[src/rtl/pc8001m_pkg.sv]
// Shared types and limits for the PC8001M main-RAM arbiter and its row buffer.
// No logic, no latency, no flow control.
// Holds the FSM state encoding, default row length and RAM latency bounds.
package pc8001m_pkg;

    typedef enum logic [2:0] {
        ST_IDLE,
        ST_CPU,
        ST_CWAIT,
        ST_DMA,
        ST_DRAIN
    } state_t;

    localparam int ROW_BYTES_DEF = 120;
    localparam int RAM_LAT_DEF   = 1;
    localparam int RAM_LAT_MIN   = 1;
    localparam int RAM_LAT_MAX   = 3;

    function automatic int clamp_lat(input int lat);
        if (lat < RAM_LAT_MIN) return RAM_LAT_MIN;
        if (lat > RAM_LAT_MAX) return RAM_LAT_MAX;
        return lat;
    endfunction

endpackage

[src/rtl/pc8001m_row_buffer.sv]
// Double-banked 2x128x8 text row buffer: DMA writes the back bank, video reads the front bank.
// Read data is registered, valid one cycle after rd_addr.
// No backpressure; indices at or beyond ROW_BYTES read as zero.
module pc8001m_row_buffer
    import pc8001m_pkg::*;
#(
    parameter int ROW_BYTES = ROW_BYTES_DEF
) (
    input  logic       clk,
    input  logic       reset_n,
    input  logic       wr_en,
    input  logic       wr_bank,
    input  logic [6:0] wr_idx,
    input  logic [7:0] wr_data,
    input  logic       front_bank,
    input  logic [6:0] rd_addr,
    output logic [7:0] rd_data
);

    logic [7:0] mem [256];

    // Contents survive reset; only the read register is cleared.
    always_ff @(posedge clk) begin
        if (wr_en) mem[{wr_bank, wr_idx}] <= wr_data;
    end

    always_ff @(posedge clk or negedge reset_n) begin
        if (!reset_n) begin
            rd_data <= 8'h00;
        end else if ({1'b0, rd_addr} >= 8'(ROW_BYTES)) begin
            rd_data <= 8'h00;
        end else begin
            rd_data <= mem[{front_bank, rd_addr}];
        end
    end

endmodule

[src/rtl/pc8001m_vram_arbiter.sv]
// Shares main RAM between the Z80 and CRTC row DMA; PC8001M_CPU_INTERLEAVE_EN lets the CPU steal slots mid-row.
// Row done ROW_BYTES+RAM_LAT+1 cycles after dma_start; CPU ack RAM_LAT+1 cycles after request from idle.
// CPU is held off with cpu_wait while the bus is busy; dma_start during a fetch is dropped with dma_overrun.
module pc8001m_vram_arbiter
    import pc8001m_pkg::*;
#(
    parameter int ROW_BYTES = ROW_BYTES_DEF,
    parameter int RAM_LAT   = RAM_LAT_DEF
) (
    input  logic        clk,
    input  logic        reset_n,
    input  logic        dma_start,
    input  logic [15:0] dma_base,
    output logic        dma_busy,
    output logic        dma_done,
    output logic        dma_overrun,
    input  logic        row_swap,
    input  logic [6:0]  rb_addr,
    output logic [7:0]  rb_data,
    input  logic        cpu_req,
    input  logic        cpu_we,
    input  logic [15:0] cpu_addr,
    input  logic [7:0]  cpu_wdata,
    output logic [7:0]  cpu_rdata,
    output logic        cpu_ack,
    output logic        cpu_wait,
    output logic        ram_cs,
    output logic        ram_we,
    output logic [15:0] ram_addr,
    output logic [7:0]  ram_wdata,
    input  logic [7:0]  ram_rdata
);

    localparam int LAT = clamp_lat(RAM_LAT);

    state_t      state;
    logic [15:0] dma_addr;
    logic [7:0]  issue_cnt;
    logic [1:0]  run_cnt;
    logic        dma_pend;
    logic        wr_bank;
    logic        front_bank;
    logic        iss_dma;
    logic        iss_cpu;
    logic [6:0]  iss_idx;
    logic [LAT:1] dma_vld_q;
    logic [LAT:1] cpu_vld_q;
    logic [6:0]  dma_idx_q [1:LAT];

    logic        start_acc;
    logic        cpu_rq;
    logic        take_dma;
    logic        take_cpu;
    logic        slot_ok;
    logic        rd_outstanding;
    logic [15:0] iss_addr;
    logic [7:0]  iss_cnt;
    logic [7:0]  iss_cnt_nxt;
    logic [1:0]  run_nxt;

`ifdef PC8001M_CPU_INTERLEAVE_EN
    assign slot_ok = (run_cnt == 2'd3);
`else
    assign slot_ok = 1'b0;
`endif

    assign cpu_ack   = cpu_vld_q[LAT];
    assign cpu_rdata = cpu_ack ? ram_rdata : 8'h00;
    assign cpu_wait  = cpu_req & ~cpu_ack;

    always_comb begin
        start_acc = dma_start & ~dma_busy;
        cpu_rq    = cpu_req & ~cpu_ack;
        take_dma  = 1'b0;
        take_cpu  = 1'b0;
        case (state)
            ST_IDLE: begin
                take_dma = start_acc | dma_pend;
                take_cpu = ~take_dma & cpu_rq;
            end
            ST_CWAIT: take_dma = cpu_ack & dma_pend;
            ST_DMA: begin
                take_cpu = dma_pend & slot_ok & cpu_rq;
                take_dma = dma_pend & ~take_cpu;
            end
            default: ;
        endcase
        // A start accepted in IDLE issues straight from the port, skipping the latch.
        iss_addr    = (state == ST_IDLE && start_acc) ? dma_base : dma_addr;
        iss_cnt     = (state == ST_IDLE && start_acc) ? 8'd0 : issue_cnt;
        iss_cnt_nxt = iss_cnt + 8'd1;
        run_nxt     = (state == ST_IDLE) ? 2'd1 :
                      (run_cnt == 2'd3) ? 2'd3 : run_cnt + 2'd1;
        rd_outstanding = iss_dma;
        for (int j = 1; j < LAT; j++) rd_outstanding = rd_outstanding | dma_vld_q[j];
    end

    always_ff @(posedge clk or negedge reset_n) begin
        if (!reset_n) begin
            state       <= ST_IDLE;
            dma_addr    <= 16'h0000;
            issue_cnt   <= 8'd0;
            run_cnt     <= 2'd0;
            dma_pend    <= 1'b0;
            dma_busy    <= 1'b0;
            dma_done    <= 1'b0;
            dma_overrun <= 1'b0;
            wr_bank     <= 1'b0;
            front_bank  <= 1'b0;
            iss_dma     <= 1'b0;
            iss_cpu     <= 1'b0;
            iss_idx     <= 7'd0;
            ram_cs      <= 1'b0;
            ram_we      <= 1'b0;
            ram_addr    <= 16'h0000;
            ram_wdata   <= 8'h00;
        end else begin
            ram_cs      <= 1'b0;
            ram_we      <= 1'b0;
            iss_dma     <= 1'b0;
            iss_cpu     <= 1'b0;
            dma_done    <= 1'b0;
            dma_overrun <= 1'b0;
            front_bank  <= front_bank ^ row_swap;
            if (dma_done) dma_busy <= 1'b0;
            if (dma_start && dma_busy) dma_overrun <= 1'b1;
            if (start_acc) begin
                dma_busy  <= 1'b1;
                wr_bank   <= ~front_bank;
                dma_addr  <= dma_base;
                issue_cnt <= 8'd0;
                run_cnt   <= 2'd0;
                dma_pend  <= 1'b1;
            end
            if (take_dma) begin
                ram_cs    <= 1'b1;
                ram_addr  <= iss_addr;
                iss_dma   <= 1'b1;
                iss_idx   <= iss_cnt[6:0];
                dma_addr  <= iss_addr + 16'd1;
                issue_cnt <= iss_cnt_nxt;
                dma_pend  <= (iss_cnt_nxt != 8'(ROW_BYTES));
                run_cnt   <= run_nxt;
                state     <= ST_DMA;
            end else if (take_cpu) begin
                ram_cs    <= 1'b1;
                ram_we    <= cpu_we;
                ram_addr  <= cpu_addr;
                ram_wdata <= cpu_wdata;
                iss_cpu   <= 1'b1;
                run_cnt   <= 2'd0;
                state     <= ST_CPU;
            end else begin
                case (state)
                    ST_CPU:   state <= ST_CWAIT;
                    ST_CWAIT: if (cpu_ack) state <= ST_IDLE;
                    ST_DMA:   state <= ST_DRAIN;
                    ST_DRAIN: begin
                        if (!rd_outstanding) begin
                            state    <= ST_IDLE;
                            dma_done <= 1'b1;
                        end
                    end
                    default: ;
                endcase
            end
        end
    end

    // Read tags travel alongside the RAM pipeline so each byte lands at its own index.
    always_ff @(posedge clk or negedge reset_n) begin
        if (!reset_n) begin
            dma_vld_q <= '0;
            cpu_vld_q <= '0;
        end else begin
            dma_vld_q[1] <= iss_dma;
            cpu_vld_q[1] <= iss_cpu;
            for (int j = 2; j <= LAT; j++) begin
                dma_vld_q[j] <= dma_vld_q[j-1];
                cpu_vld_q[j] <= cpu_vld_q[j-1];
            end
        end
    end

    always_ff @(posedge clk) begin
        dma_idx_q[1] <= iss_idx;
        for (int j = 2; j <= LAT; j++) dma_idx_q[j] <= dma_idx_q[j-1];
    end

    pc8001m_row_buffer #(
        .ROW_BYTES (ROW_BYTES)
    ) u_row_buffer (
        .clk        (clk),
        .reset_n    (reset_n),
        .wr_en      (dma_vld_q[LAT]),
        .wr_bank    (wr_bank),
        .wr_idx     (dma_idx_q[LAT]),
        .wr_data    (ram_rdata),
        .front_bank (front_bank),
        .rd_addr    (rb_addr),
        .rd_data    (rb_data)
    );

endmodule

[config.mk]
export PLATFORM = sky130hd
export DESIGN_NAME = pc8001m_vram_arbiter
export DESIGN_NICKNAME = d
export VERILOG_FILES = /design/src/rtl/pc8001m_pkg.sv /design/src/rtl/pc8001m_row_buffer.sv /design/src/rtl/pc8001m_vram_arbiter.sv
export SDC_FILE = /design/constraint.sdc
export NUM_CORES = 2
export LEC_CHECK = 0
export CORE_MARGIN = 10
export CORE_UTILIZATION = 58
export DETAILED_ROUTE_END_ITERATION = 12
export PLACE_DENSITY = 0.86
export SLEW_MARGIN = 20
export SYNTH_ARGS = -nofsm -noshare
export SYNTH_HDL_FRONTEND = slang
export SYNTH_SLANG_ARGS = --single-unit
[constraint.sdc]
create_clock -name clk -period 8.3 [get_ports clk]
set_clock_uncertainty 0.05 [all_clocks]
set_input_delay 1.245 -clock clk [delete_from_list [all_inputs] [get_ports clk]]
set_output_delay 1.245 -clock clk [all_outputs]
set_load 0.01 [all_outputs]
==> Word-level counts from Yosys, hierarchy flattened <==
Memories as Yosys holds them, arrays and structs flattened.
Cells that the tools add are included.
{ "totals": {"register_bits": 78, "mem_bits_rw": 2055, "input_bits": 61, "out_inout_bits": 47, "elab_cells": 85, "memories": 2} }
{ "memory_table": {"columns": ["name", "depth", "width", "rd", "rd_ports_with_merged_regs", "write_ports", "line_no", "rtl"], "rows": [
  ["u_row_buffer.mem", 256, 8, 1, 0, 1, "pc8001m_row_buffer.sv:20", "logic [7:0] mem [256];"],
  ["dma_idx_q", 1, 7, 1, 0, 1, "pc8001m_vram_arbiter.sv:48", "logic [6:0] dma_idx_q [1:LAT];"]
]} }
{ "op_classes": {"n_addsub": 2, "magnitude_cmp": 1, "eq_ne": 7, "n_mux": 34, "n_bitwise": 11, "n_reduce_logical": 9} }
{ "ops": {"columns": ["cell", "count"], "rows": [
  ["16-bit two-way mux", 5],
  ["8-bit two-way mux", 5],
  ["1-bit two-way mux", 18],
  ["16-bit by 1-bit adder with 16-bit output, second input constant", 1],
  ["3-bit two-way mux", 4],
  ["3-bit case mux with 4 select lines", 1],
  ["8-bit by 1-bit adder with 8-bit output, second input constant", 1],
  ["4-bit inequality test, second input constant", 2],
  ["8-bit by 7-bit inequality test with 1-bit output, second input constant", 1],
  ["7-bit >= comparator, second input constant", 1],
  ["3-bit by 2-bit equality test with 1-bit output, second input constant", 2],
  ["2-bit nonzero test", 3],
  ["6-bit nonzero test", 1],
  ["1-bit NOT", 5],
  ["1-bit bitwise AND", 4],
  ["3-bit by 1-bit equality test with 1-bit output, second input constant", 1],
  ["3-bit equality test, second input constant", 1],
  ["3-bit logical NOT", 1],
  ["1-bit case mux with 3 select lines", 1],
  ["3-bit AND reduction", 1],
  ["1-bit logical AND", 2],
  ["2-bit AND reduction", 1],
  ["1-bit OR", 1],
  ["1-bit bitwise XOR", 1]
]} }

==> Longest topological paths before layout <==
{ "depth": {"word_depth": 8, "ltp_mapped": 14, "mapped_depth_nobuf": 11} }

==> By module <==
From an unflattened synthesis, not the netlist that was laid out.
{ "unflattened": {"cells_unflattened": 3945, "hier_area_um2": 83427.5} }
{ "by_module_without_submodules": {"columns": ["module", "n_inst", "cells_each", "area_each_um2", "seq_area_each_um2"], "rows": [
  ["pc8001m_row_buffer", 1, 3524, 79436.2, 61699.2],
  ["pc8001m_vram_arbiter", 1, 421, 3991.3, 1891.8]
]} }

==> Worst setup path before layout <==
OpenSTA, ideal clock, no wires.
{ "synth_timing": {"kind": "input port to flip-flop", "from": "in dma_start", "to": "reg dma_addr[12]", "setup_ns": 0.094, "t_arrival_ns": 3.810, "t_required_ns": 8.156, "path_slack_ns": 4.347, "cell_stages": 14, "cell_sequence": "nor2b_1 -> clkbuf_1 -> nand2_1 -> clkbuf_1 -> clkbuf_1 -> nand2_1 -> nand2_1 -> ha_1 -> inv_1 -> a221oi_1 -> nand2b_1 -> nor3_1 -> a21oi_1 -> a211oi_1"} }
{ "synth_via": {"elab_chain_cells": 5, "elab_cells_between_ends": 8, "cone_classes": "1 x add/sub; 3 x mux; 2 x bitwise; 2 x reduce/logical"} }
{ "synth_lines": {"columns": ["element", "line_no", "rtl"], "rows": [
  ["start: declaration", "pc8001m_vram_arbiter.sv:12", "input logic dma_start,"],
  ["1-bit bitwise AND *", "pc8001m_vram_arbiter.sv:72", "start_acc = dma_start & ~dma_busy;"],
  ["1-bit logical AND", "pc8001m_vram_arbiter.sv:89", "iss_addr = (state == ST_IDLE && start_acc) ? dma_base : dma_addr;"],
  ["16-bit two-way mux", "pc8001m_vram_arbiter.sv:89", null],
  ["16-bit by 1-bit adder with 16-bit output", "pc8001m_vram_arbiter.sv:140", "dma_addr <= iss_addr + 16'd1;"],
  ["16-bit two-way mux", "pc8001m_vram_arbiter.sv:135", "if (take_dma) begin"],
  ["end signal: assignment", "pc8001m_vram_arbiter.sv:130", "dma_addr <= dma_base;"],
  ["end signal: assignment", "pc8001m_vram_arbiter.sv:140", null],
  ["end: declaration", "pc8001m_vram_arbiter.sv:37", "logic [15:0] dma_addr;"]
]} }
Mark *: on every way between the ends. The rest lies on a longest branch, timed or not.
A chain may end at the register's enable or synchronous reset.

==> Worst setup path after layout <==
{ "layout_timing": {"from": "in rb_addr[2]", "to": "reg u_row_buffer.rd_data[4]"} }
{ "layout_via": {"elab_chain_cells": 2, "elab_cells_between_ends": 3, "cone_classes": "1 x order compare; 1 x mux; 1 x memory"} }
{ "layout_lines": {"columns": ["element", "line_no", "rtl"], "rows": [
  ["start: declaration", "pc8001m_vram_arbiter.sv:18", "input logic [6:0] rb_addr,"],
  ["memory read 256 x 8 bit or 7-bit >= comparator (tied branches)", null, null],
  ["8-bit two-way mux *", "pc8001m_row_buffer.sv:30", "end else if ({1'b0, rd_addr} >= 8'(ROW_BYTES)) begin"],
  ["end signal: assignment", "pc8001m_row_buffer.sv:33", "rd_data <= mem[{front_bank, rd_addr}];"],
  ["end: declaration", "pc8001m_row_buffer.sv:17", "output logic [7:0] rd_data"]
]} }
Marks and branches as above.

==> out/results.tsv <==
stage	metric	value	unit
grt	antenna_found_initial	16	
min_path	hold_start	iss_cpu	
floorplan	rows	138	
logic_synthesis	synthSimpleGateAreaFrac	0.03323	
route	first_pass_iters	10	
worst_setup_path	cp-start-kind	input pin	
worst_setup_path	cpPeakStageDelay	0.74	ns
logic_synthesis	ys_seq_area_frac	0.7639	
route	wl_per_cell	36.93	um
floorplan	die_w	398.8	um
clock_tree	cts-htree-levels	4	
floorplan	chipHeight	398.8	um
placement	dpl_worst_slack	3.312	ns
pwr	powerDensity	239.3	nW/um2
logic_synthesis	synth_top_area_share	0.7388	
logic_synthesis	syn_area	83240	um2
worst_setup_path	path_max_fanout	54	
sta	slew_viol_final	0	
sta	setup_ws	3.795	ns
layout	drive_gt1_frac	0.1861	
route	drc	0	
logic_synthesis	synth_fa_ha_area_frac	0.0003006	
logic_synthesis	syn_inst	4240	
grt	track_usage	0.2974	
route	drt_iter0_markers	8526	
floorplan	pin_count	108	
logic_synthesis	synth_edf_count	2048	
logic_synthesis	syn-num-nets	4303	
clock_tree	clk_latency	0.86	ns
logic_synthesis	yosys_most_used_dff	edfxtp_1	
run_status	status	complete, no violations	
logic_synthesis	muxShareOfSynthArea	0.1445	
sta	fin_tns_setup	0	ns
logic_synthesis	synth_compound_area_frac	0.04326	
floorplan	start_util	0.5858	
placement	post-dp-hpwl	134.2	mm
grt	grt_pass1_vias	46720	
clock_tree	clk_pin_slew	0.06	ns
logic_synthesis	ys.warnings.count	0	
sta	fin_crit_sh	0.5428	
sta	min_period	4.505	ns
logic_synthesis	syn_area_per_cell	19.63	um2
worst_setup_path	reg2reg_to	u_row_buffer.mem[225][6]	
clock_tree	cts_resized	0	
worst_setup_path	critPathTopFamily	buffers and inverters	
clock_tree	clock-sinks	2133	
clock_tree	hold_buffers	0	
worst_setup_path	slowest_stage	a221oi_1	
logic_synthesis	synth_area_leaders	edfxtp_1 74%, mux4_2 11%, mux2i_1 2.8%, dfrtp_1 2.3%, nor2_1 1.4%	
logic_synthesis	synth_top_area_cell	edfxtp_1	
route	drtAntennaViolNets	0	
worst_setup_path	cp_data_required_time	8.95	ns
grt	gr-total-overflow	0	
run	maxCapViolations	0	
clock_tree	cts-root-buf	clkbuf_16	
clock_tree	cts_setup_buffers	0	
floorplan	dieArea	159100	um2
min_path	worstHoldEndpoint	cpu_ack	
sta	setup_viol	0	
grt	grt_pass1_wl	339.2	mm
worst_setup_path	path_cells	buf_6 > buf_4 > nor2b_4 > buf_4 > a221oi_1 > a21oi_1 > o21ai_0 > a221oi_1 > o31ai_1	
sta	final_hold_viol_count	0	
layout	final_nets	4433	
min_path	holdPathStages	0	
sta	fin_hold_ws	0.3001	ns
route	dr_total_vias	46970	
pwr	p_leak	29.51	nW
route	wl	237.5	mm
logic_synthesis	yosysUniqueCellTypes	63	
sta	slew_headroom	0.1217	
worst_setup_path	arrival	5.15	ns
placement	place_congestion	0.9751	
worst_setup_path	worst_r2r_startpoint	dma_idx_q[1][0]	
worst_setup_path	critPathCaptureType	register	
logic_synthesis	async_flop_share	0.03657	
clock_tree	cts_tree	done	
route	via_per_inst	7.301	
min_path	hold_path.class	register to register	
worst_setup_path	worst-r2r-cell-count	4	
sta	tightest_slew	1.313	ns
layout	post-route-util	0.6537	
pwr	peakVddDrop	203.6	uV
sta	rsz0062_at_grt	false	
placement	numPortBuffers	107	
logic_synthesis	ys_seq_elements	2133	
clock_tree	clockBufferDepth	3	
sta	fmax	222.0	MHz
logic_synthesis	synth_top_family_by_area	multiplexers	
worst_setup_path	crit_buf_inv	3	
worst_setup_path	critPathKind	input pin to register	
layout	area_growth	11.59	%
worst_setup_path	r2r_slack	4.43	ns
grt	grt_max_degree	185	
logic_synthesis	synth_xor_area_frac	0.0006313	
clock_tree	cts_buffers	198	
floorplan	core_area	142100	um2
## worst max path at each step
| stage | startpoint | end | slack (ns) | cells after the start |
|---|---|---|---|---|
| 6_report | rb_addr[2] | u_row_buffer.rd_data[4] | 3.79 | 9 |
| 2_1_floorplan | dma_start | dma_addr[12] | 4.35 | 14 |
| 3_5_place_dp | rb_addr[1] | u_row_buffer.rd_data[6] | 3.31 | 8 |
| 3_3_place_gp | rb_addr[1] | u_row_buffer.rd_data[6] | 2.97 | 9 |
| 5_1_grt | rb_addr[0] | u_row_buffer.rd_data[4] | 3.95 | 9 |
| 4_1_cts | rb_addr[2] | u_row_buffer.rd_data[7] | 4.18 | 9 |
## layout by cell type, fill, tap and decap left out, types with 47 or more instances in the layout
master           netlist  layout
buf_4                 13      76
edfxtp_1            2048    2048
clkbuf_16              0     200
dfrtp_1               78      78
mux4_2               414     414
clkdlybuf4s50_1        0      93
mux2i_1              235     235
a22oi_1               83      83
clkbuf_1             148      47
nor2_1               316     313
o21ai_0               87      87
nand2_1              118     118
a221oi_1              55      55
a21oi_1              105     105
## layout make-up
| cell class | instances | area [um2] |
|---|---|---|
| flip-flops and latches | 2133 | 63590 |
| repair buffers | 193 | 1863 |
| clock buffers | 252 | 5250 |
| multi-input cells | 1830 | 18540 |
| fillers | 8406 | 49220 |
| diodes | 8 | 20.02 |
| clock inverters | 113 | 1204 |
| inverters | 14 | 52.55 |
| well taps | 1890 | 2365 |
## report_power, final
| part | internal [mW] | total (mW) | switching (mW) |
|---|---|---|---|
| clock | 5.14 | 9.20 | 4.05 |
| sequential | 11.8 | 11.9 | 0.0661 |
| combinational | 0.384 | 1.15 | 0.769 |
## cell usage after synthesis, drive strengths merged, types with 55 or more instances
library cell and n:
mux2i 235, a221oi 55, clkbuf 148, mux4 414, a22oi 83, edfxtp 2048
nor2 316, a21oi 105, buf 115, dfrtp 78, nand2 118, o21ai 90
## per-stage QoR
stage	std cells	power, mW	cell area (um2)
5_1_grt	6425	22.62	92870
3_5_place_dp	6060	13.19	86400
4_1_cts	6425	22.16	92860
3_3_place_gp	6060	13.15	86390
6_report	6433	22.23	92890
2_1_floorplan	4240	12.61	83240
## state kept, by name, indices dropped and copies added (netlist names), 3 cells and up
signal                flops
ram_addr                 16
iss_idx                   7
u_row_buffer.rd_data      8
ram_wdata                 8
dma_idx_q                 7
state                     3
issue_cnt                 8
dma_addr                 16
u_row_buffer.mem       2048
## cells by family after synthesis
kind of cell	Yosys count
buffers and inverters	277
AO/OA/AOI/OAI	520
XOR/XNOR	6
AND/OR/NAND/NOR	622
flip-flops	2133
multiplexers	680
adder cells (fa/ha/maj)	2
## metal layers
metal | vias up | global-route usage | part of all wire
li1 | 17690 | - | -
met1 | 23420 | 0.3650 | 0.31
met2 | 4758 | 0.4489 | 0.46
met3 | 1084 | 0.1207 | 0.16
met4 | 18 | 0.1692 | 0.071
met5 | - | 0 | 0.00052
No activity file was read; power rests on OpenSTA's default activity.
